==> config.mk <==
export PLATFORM = sky130hd
export DESIGN_NAME = decode_stage
export DESIGN_NICKNAME = d
export VERILOG_FILES = /design/src/rtl/decode_stage.sv
export SDC_FILE = /design/constraint.sdc
export NUM_CORES = 1
export LEC_CHECK = 0
export ABC_AREA = 1
export CORE_ASPECT_RATIO = 1.25
export CORE_MARGIN = 2
export CORE_UTILIZATION = 40
export CTS_BUF_LIST = sky130_fd_sc_hd__clkbuf_8
export DETAILED_ROUTE_END_ITERATION = 8
export PLACE_DENSITY_LB_ADDON = 0.3
export SLEW_MARGIN = 15
export SYNTH_ARGS = -nofsm -noshare
export SYNTH_HDL_FRONTEND = slang
export SYNTH_SLANG_ARGS = --single-unit
==> constraint.sdc <==
create_clock -name clock -period 3.24 [get_ports clock]
set_input_delay 0.648 -clock clock [delete_from_list [all_inputs] [get_ports clock]]
set_output_delay 0.648 -clock clock [all_outputs]
set_load 0.1 [all_outputs]
==> src/rtl/decode_stage.sv <==
// decode_stage: single-slot ARM decode stage with condition check, branch resolution and post-branch kill
// Ports:
//   clock, reset_n               rising-edge clock, synchronous active-low reset
//   instr, pc_in                 instruction word and its address from fetch
//   in_valid, in_ready           upstream handshake
//   flags_in                     current flags, [3]=Z [2]=C [1]=N [0]=V
//   out_valid, out_ready         downstream handshake to execute
//   sel_p0, sel_p1, sel_in       Rn, Rm, Rd register selects
//   uop, imm, use_imm            ALU micro-op, rotated immediate, immediate-operand select
//   write_en, set_flags          writeback enable, flag update enable
//   pc_out                       address of the issued instruction
//   branch_taken, branch_target  one-cycle taken pulse and destination
//   undef                        issued slot holds an unsupported encoding
module decode_stage (
    input  logic        clock,
    input  logic        reset_n,
    input  logic [31:0] instr,
    input  logic [31:0] pc_in,
    input  logic        in_valid,
    output logic        in_ready,
    input  logic [3:0]  flags_in,
    output logic        out_valid,
    input  logic        out_ready,
    output logic [3:0]  sel_p0,
    output logic [3:0]  sel_p1,
    output logic [3:0]  sel_in,
    output logic [4:0]  uop,
    output logic [31:0] imm,
    output logic        use_imm,
    output logic        write_en,
    output logic        set_flags,
    output logic [31:0] pc_out,
    output logic        branch_taken,
    output logic [31:0] branch_target,
    output logic        undef
);
    logic        z, c, n, v;
    logic        cond_pass, kill, accept;
    logic        is_dp, is_b, cmp_op, bad, bubble, live;
    logic [31:0] imm_rot;

    assign {z, c, n, v} = flags_in;
    // Forced high while reset is held so upstream never sees a stale stall
    assign in_ready = !reset_n || !out_valid || out_ready;
    assign accept   = in_valid && in_ready;

    always_comb begin
        cond_pass = 1'b1;
        case (instr[31:28])
            4'h0: cond_pass = z;
            4'h1: cond_pass = !z;
            4'h2: cond_pass = c;
            4'h3: cond_pass = !c;
            4'h4: cond_pass = n;
            4'h5: cond_pass = !n;
            4'h6: cond_pass = v;
            4'h7: cond_pass = !v;
            4'h8: cond_pass = c && !z;
            4'h9: cond_pass = !c || z;
            4'hA: cond_pass = n == v;
            4'hB: cond_pass = n != v;
            4'hC: cond_pass = !z && (n == v);
            4'hD: cond_pass = z || (n != v);
            default: cond_pass = 1'b1;
        endcase
    end

    // Register form is only supported unshifted
    assign is_dp  = instr[27:26] == 2'b00 && (instr[25] || instr[11:4] == 8'h00);
    assign is_b   = instr[27:24] == 4'b1010;
    assign cmp_op = instr[24:23] == 2'b10;
    // Kill and condition failure outrank an unsupported encoding; cond 1111 is never a bubble
    assign bubble = kill || (instr[31:28] != 4'hF && !cond_pass);
    assign bad    = instr[31:28] == 4'hF || !(is_dp || is_b);
    assign live   = !bubble && !bad;
    // Rotate right of the 8-bit field: low word of the doubled value shifted right
    assign imm_rot = 32'({2{24'h0, instr[7:0]}} >> {instr[11:8], 1'b0});

    always_ff @(posedge clock) begin
        if (!reset_n) begin
            out_valid     <= 1'b0;
            kill          <= 1'b0;
            branch_taken  <= 1'b0;
            undef         <= 1'b0;
            write_en      <= 1'b0;
            set_flags     <= 1'b0;
            use_imm       <= 1'b0;
            uop           <= 5'd0;
            sel_p0        <= 4'd0;
            sel_p1        <= 4'd0;
            sel_in        <= 4'd0;
            imm           <= 32'd0;
            pc_out        <= 32'd0;
            branch_target <= 32'd0;
        end else if (accept) begin
            out_valid     <= 1'b1;
            kill          <= live && is_b;
            branch_taken  <= live && is_b;
            undef         <= !bubble && bad;
            write_en      <= live && is_dp && !cmp_op;
            set_flags     <= live && is_dp && (cmp_op || instr[20]);
            use_imm       <= is_dp && instr[25];
            uop           <= is_dp ? {1'b0, instr[24:21]} : 5'd0;
            sel_p0        <= is_dp ? instr[19:16] : 4'd0;
            sel_p1        <= is_dp ? instr[3:0] : 4'd0;
            sel_in        <= is_dp ? instr[15:12] : 4'd0;
            imm           <= is_dp && instr[25] ? imm_rot : 32'd0;
            pc_out        <= pc_in;
            branch_target <= pc_in + 32'd8 + {{6{instr[23]}}, instr[23:0], 2'b00};
        end else begin
            // The taken pulse lasts one cycle even while the slot is stalled
            branch_taken <= 1'b0;
            if (out_ready) out_valid <= 1'b0;
        end
    end
endmodule

==> impl_metrics.yaml, run 1 <==
run_status:
  status: "finished, final reports clean"
routing:
  ant_nets: 0
  vias: 7521
  dr.pass1.iters: 5
  totalWireLength_um: 23000
  viasPerCell: 5.03
  wl_per_cell_um: 15.4
  drc: 0
  drt_iter0_drc: 416
yosys:
  synth_top_cells_by_count: "nand2_1 (300), nor2_1 (148), dfxtp_1 (117), inv_1 (98), a21oi_1 (79)"
  synth_nets: 1200
  synthFlopType: "dfxtp_1"
  synth.largest_area_cell: "dfxtp_1"
  ys_seq_area_frac: 0.333
  synthArstFlopShare: 0
  synth.distinct_cells: 40
  yosys-top-cells-area: "dfxtp_1 (33%), nand2_1 (16%), ha_1 (10%)"
  netlist_instances: 1070
  yosys_warnings: 0
  synthesis.area_mm2: 0.00703
  synth_top_area_frac: 0.333
  synth_edf_count: 0
  avgSynthCellArea_um2: 6.57
  ys_seq_elements: 117
  synthMostInstantiatedCell: "nand2_1"
setup_path:
  worst_setup_path_end_kind: "flip-flop"
  slowest_stage: "clkdlybuf4s50_1"
  cp.arrival_ns: 3.12
  worst_ep_required_time_ns: 3.60
  worst_setup_path_start_kind: "input pin"
  path_class: "input pin to flip-flop"
  worstPathCellList: "clkdlybuf4s50_1 > inv_1 > ha_1 > inv_1 > ha_1 > fa_1 > nand3_1 > nand2_1 > nand2_1 > nand2_1 > nand2_1 > nand2_1 > nand2_1 > nand2_1 > nand2_1 > nand2_1 > o21bai_1 > inv_1"
  slowest_delay_ns: 0.54
  critPathMaxFanout: 4
  crit_top_cell: "nand2_1"
  reg2reg_depth: 7
placed_design:
  gp_congestion: 0.920
  hpwl_um: 18000
  pre_cts_slack_ns: -0.00386
  numPortBuffers: 190
  dp.cells: 1464
global_route:
  grt.total_usage: 0.247
  grt_pass1_vias: 7094
  overflow: 0
  grt_start_max_net_pins: 93
  antenna_found_initial: 1
  grt_pass1_wl_um: 36000
clock_tree:
  cts.reportedPaths.clkPinSlew_ns: 0.07
  cts.sinks: 117
  cts_root_buffer: "clkbuf_8"
  cts-resized-gates: 0
  cts_buffer_depth: 2
  clock_latency_ns: 0.46
  cts_made_buffers: 17
  postCtsHoldBufs: 0
  cts_max_level: 4
  cts_tree: "yes"
  post_cts.repair.setup_buffers: 0
finish:
  drive_gt1_frac: 0.149
  final_cells: 1496
  fin_nets: 1389
  final_core_util: 0.539
  syn2layout_area_growth_pct: 33.0
  n_antenna_cell: 0
die:
  core_area_mm2: 0.0174
  die_h_um: 152
  floorplan.initialDensity: 0.405
  die-area_mm2: 0.0187
  std_cell_rows: 54
  fp.dieW_um: 123
  ios: 192
timing:
  hold_viol_final: 0
  fin_crit_sh: 0.851
  fin_skew_ns: 0.00743
  rsz0062_at_grt: "no"
  fin_crit_ns: 2.76
  drv_slew: 0
  tightestPinTransition_ns: 0.593
  finalSetupViolCount: 0
  slew_headroom: 0.604
  maxClockFrequency_mhz: 363
  finalWorstSetupSlack_ns: 0.482
run:
  cap_violations: 0
min_path:
  whs_path_depth: 2
  hold_path.class: "flip-flop to flip-flop"
power_and_ir_drop:
  total_power_mw: 4.77
  power_density_mw_per_mm2: 510
  p_leak_nw: 4.67
  peakVddDrop_uv: 310
layout make-up:
type / instances / area, um2
clock buffers: 19 / 262
clock inverters: 13 / 180
fillers: 1739 / 8010
inverters: 105 / 404
multi-input cells: 804 / 4080
flip-flops and latches: 117 / 2340
well taps: 224 / 280
repair buffers: 214 / 1800
worst paths after layout:
| kind | startpoint | to | slack (ns) |
|---|---|---|---|
| hold reg to reg | imm[8] | imm[8] | 0.47 |
| setup / recovery | instr[1] | branch_target[19] | 0.48 |
| hold / removal | imm[8] | imm[8] | 0.47 |
| setup reg to reg | out_valid | kill | 1.65 |
per-layer routing:
| metal | track usage | share of wire |
|---|---|---|
| met1 | 0.269 | 0.39 |
| met2 | 0.450 | 0.53 |
| met3 | 0.0513 | 0.053 |
| met4 | 0.109 | 0.035 |
| met5 | 0 | 0.00065 |
layout by cell type (no fill, tap or decap), types with 7 or more instances in the layout:
cell type and count:
o21ai_0 78, nand2_1 299, clkdlybuf4s50_1 70, inv_1 99, nor2_1 148, nand3_1 68, ha_1 57, nand4_1 9
a21oi_1 79, dfxtp_1 117, o211ai_1 7, xor2_1 9, clkbuf_8 19, buf_4 141, nor3_1 10
logic make-up after synthesis:
logic type	Yosys count	synth area share
AOI/OAI and AO/OA	187	0.143
xor gates and xnor gates	11	0.0137
adders and majority gates	58	0.104
buffers and inverters	149	0.0873
DFF	117	0.333
other	1	0.000533
and+or+nand+nor	547	0.318
stage by stage:
step / setup TNS, ns / hold slack, ns / area [um2]
final: 0 / 0.467 / 9350
after global routing: 0 / 0.482 / 9350
after CTS: 0 / 0.470 / 9350
after detailed placement: -0.00386 / 0.459 / 8910
after global placement: 0 / 0.455 / 8910
after floorplan: 0 / 0.454 / 7030
critical path, delay by kind of cell:
family / cells / cell delay [ns]
AOI/OAI and AO/OA: 1 / 0.12
buffers and inverters: 4 / 0.70
adders and majority gates: 3 / 0.89
and+or+nand+nor: 10 / 0.75
flip-flops by register name (all words and copies together) (netlist names):
register	cells
sel_p1	4
branch_target	30
pc_out	32
uop	4
imm	32
write_en	1
kill	1
branch_taken	1
undef	1
sel_p0	4
use_imm	1
sel_in	4
set_flags	1
out_valid	1
report_power, final:
group / internal [mW] / leakage, nW / total (mW) / switching (mW)
sequential: 1.52 / 0.961 / 1.57 / 0.0495
clock: 0.876 / 0.223 / 1.51 / 0.638
combinational: 0.457 / 3.49 / 1.69 / 1.23
total: 2.85 / 4.67 / 4.77 / 1.92
Power figures use the tool's default switching activity.
==> inputs of run 2 (changes only) <==
ABC_AREA = not set   (was 1)
MAX_ROUTING_LAYER = met4   (was not set)
==> run 2 against run 1 <==
  * Clock-buffer cell count did not move
  * Critical path depth fell by 4
  * Clock skew rose by 0.0019 ns
  * Final area fell by 1.1%
  * Total power fell by 1.3%
  * Register-to-register slack got worse by 0.43 ns
  * Wire length fell by 12%
  * Flip-flop and latch count did not move
  * Worst hold slack got worse by 0.0060 ns
  * Sequential share of layout area rose by 0.29 points
  * Critical endpoint is now branch_target[25]
  * Largest power group unchanged
==> impl_metrics.yaml, run 2 <==
global_route:
  overflow: 0
  grt.total_usage: 0.236
  antenna_found_initial: 0
  grt_pass1_vias: 6279
  grt_start_max_net_pins: 85
  grt_pass1_wl_um: 32500
setup_path:
  worst_setup_path_end_kind: "flip-flop"
  critPathMaxFanout: 3
  crit_top_cell: "inv_1"
  path_class: "input pin to flip-flop"
  worstPathCellList: "clkdlybuf4s50_1 > inv_1 > ha_1 > inv_1 > ha_2 > fa_2 > a21oi_2 > o22ai_2 > o41ai_4 > buf_4 > o311ai_4 > a311oi_2 > xor2_1 > a21oi_1"
  crit_path_start: "pc_in[3]"
  slowest_delay_ns: 0.45
  worst_ep_required_time_ns: 3.55
  worst_setup_path_start_kind: "input pin"
  slowest_stage: "clkdlybuf4s50_1"
  cp.arrival_ns: 3.41
  r2r-start: "out_valid"
routing:
  drt_iter0_drc: 330
  vias: 6555
  wl_per_cell_um: 16.0
  totalWireLength_um: 20200
  viasPerCell: 5.21
  dr.pass1.iters: 5
  drc: 0
  ant_nets: 0
yosys:
  synth_nets: 935
  synthMostInstantiatedCell: "dfxtp_1"
  avgSynthCellArea_um2: 8.28
  synth.largest_area_cell: "dfxtp_1"
  synth_top_area_frac: 0.351
  synthAdderAreaFrac: 0.110
  synth_top_cells_by_count: "dfxtp_1 (117), nand2_1 (94), o21ai_0 (90), nor2_1 (78), ha_1 (57)"
  yosys_warnings: 0
  synth_mux_area_frac: 0.0176
  synth_top_family_by_area: "compound AO/OA/AOI/OAI gates"
  synthesis.area_mm2: 0.00667
  yosys-top-cells-area: "dfxtp_1 (35%), ha_1 (11%), o21ai_0 (6.8%)"
  synthArstFlopShare: 0
  synth_edf_count: 0
  synth_xor_area_frac: 0.0276
  synthFlopType: "dfxtp_1"
  yosys.area_share.simple: 0.193
  ys_seq_elements: 117
  netlist_instances: 805
  synth_compound_area_frac: 0.261
  synth.distinct_cells: 69
  ys_seq_area_frac: 0.351
die:
  die-area_mm2: 0.0177
  die_h_um: 148
  core_area_mm2: 0.0163
  floorplan.initialDensity: 0.410
  ios: 192
  std_cell_rows: 52
  fp.dieW_um: 119
finish:
  drive_gt1_frac: 0.239
  syn2layout_area_growth_pct: 38.7
  fin_nets: 1159
  final_cell_mix: "buf_4 (184), dfxtp_1 (116), nand2_1 (93), o21ai_0 (90), nor2_1 (78)"
  multiInputGateArea_mm2: 0.00408
  final_common_cell: "buf_4"
  regArea_mm2: 0.00234
  nFillCells: 1496
  n_antenna_cell: 0
  largestRegisters: "imm (32), pc_out (32), branch_target (30)"
clock_tree:
  cts_made_buffers: 17
  cts_root_buffer: "clkbuf_8"
  cts.reportedPaths.clkPinSlew_ns: 0.07
  cts_buffer_depth: 2
  clock_latency_ns: 0.44
  cts.sinks: 117
  cts_max_level: 4
  cts_tree: "yes"
timing:
  fin_skew_ns: 0.00937
  finalWorstSetupSlack_ns: 0.135
  finalSetupViolCount: 0
  hold_slack_ns: 0.461
  maxClockFrequency_mhz: 322
  rsz0062_at_grt: "no"
  fin_crit_sh: 0.958
  slew_headroom: 0.525
  tightestPinTransition_ns: 0.712
  drv_slew: 0
  fin_crit_ns: 3.11
  hold_viol_final: 0
power_and_ir_drop:
  pwr-share-comb: 0.378
  internal-power_mw: 2.81
  peakVddDrop_uv: 249
  total_power_mw: 4.71
  power_frac_seq: 0.335
  p_sw_frac: 0.403
  clkPwrFrac: 0.287
  p_leak_nw: 4.09
  netSwitchingPower_mw: 1.90
  power_density_mw_per_mm2: 509
run:
  cap_violations: 0
placed_design:
  hpwl_um: 15300
  numPortBuffers: 190
  gp_congestion: 0.911
  pre_cts_slack_ns: -0.466
min_path:
  hold_start: "imm[23]"
  hold_path.class: "flip-flop to flip-flop"
run_status:
  status: "finished, final reports clean"
==> run 2: cell families (layout without fill, tap and decap cells) <==
| group | count (synthesis) | in the layout |
|---|---|---|
| compound gates | 257 | 257 |
| xor+xnor | 21 | 21 |
| fa+ha+maj | 58 | 58 |
| buf+inv | 64 | 301 |
| flops | 117 | 117 |
| mux | 10 | 10 |
| other cells | 1 | 1 |
| simple gates | 277 | 277 |
==> run 2: final timing paths <==
path | to | slack [ns] | cells past startpoint
max | branch_target[25] | 0.13 | 14
min | imm[23] | 0.46 | 2
max reg2reg | imm[23] | 1.22 | 6
min reg2reg | imm[23] | 0.46 | 2
==> run 2: final cells by class <==
cell class / instances / area share
multi-input cells: 624 / 0.441
inverters: 13 / 0.00528
repair buffers: 256 / 0.228
well taps: 216 / 0.0292
clock buffers: 19 / 0.0283
clock inverters: 13 / 0.0145
flip-flops and latches: 117 / 0.253
==> run 2: critical path: cells and delay by family <==
kind / cells / cell delay (ns)
buf+inv: 4 / 0.73
xor+xnor: 1 / 0.18
fa+ha+maj: 3 / 0.82
compound gates: 6 / 1.03
==> run 2: metrics by stage <==
step           cell area, um2  std cells  TNS, ns   util
6_report                 9250       1258        0  0.569
4_1_cts                  9230       1257        0  0.568
3_5_place_dp             8840       1225    -4.00  0.543
2_1_floorplan            6670        805        0      -
5_1_grt                  9250       1258        0  0.569
3_3_place_gp             8840       1225    -3.72  0.543
==> run 2: routing by layer <==
metal / wire, um / GRT usage
met5: 0 / -
met1: 9080 / 0.290
met4: 549 / 0.102
met3: 917 / 0.0410
met2: 9630 / 0.380
==> run 2: what timing repair did <==
action / CTS / global route
endpoints found under the setup margin: 0 / 8
buffers inserted: 0 / 1
resized for setup: 0 / 3
hold buffers: 0 / 0
==> run 2: power by group through the flow <==
stage | logic [mW] | clock network (mW) | registers (mW)
2_1_floorplan | 0.613 | 0 | 2.23
3_3_place_gp | 1.77 | 0 | 1.61
3_5_place_dp | 1.77 | 0 | 1.61
4_1_cts | 1.78 | 1.38 | 1.58
5_1_grt | 1.90 | 1.45 | 1.59
6_report | 1.78 | 1.35 | 1.58
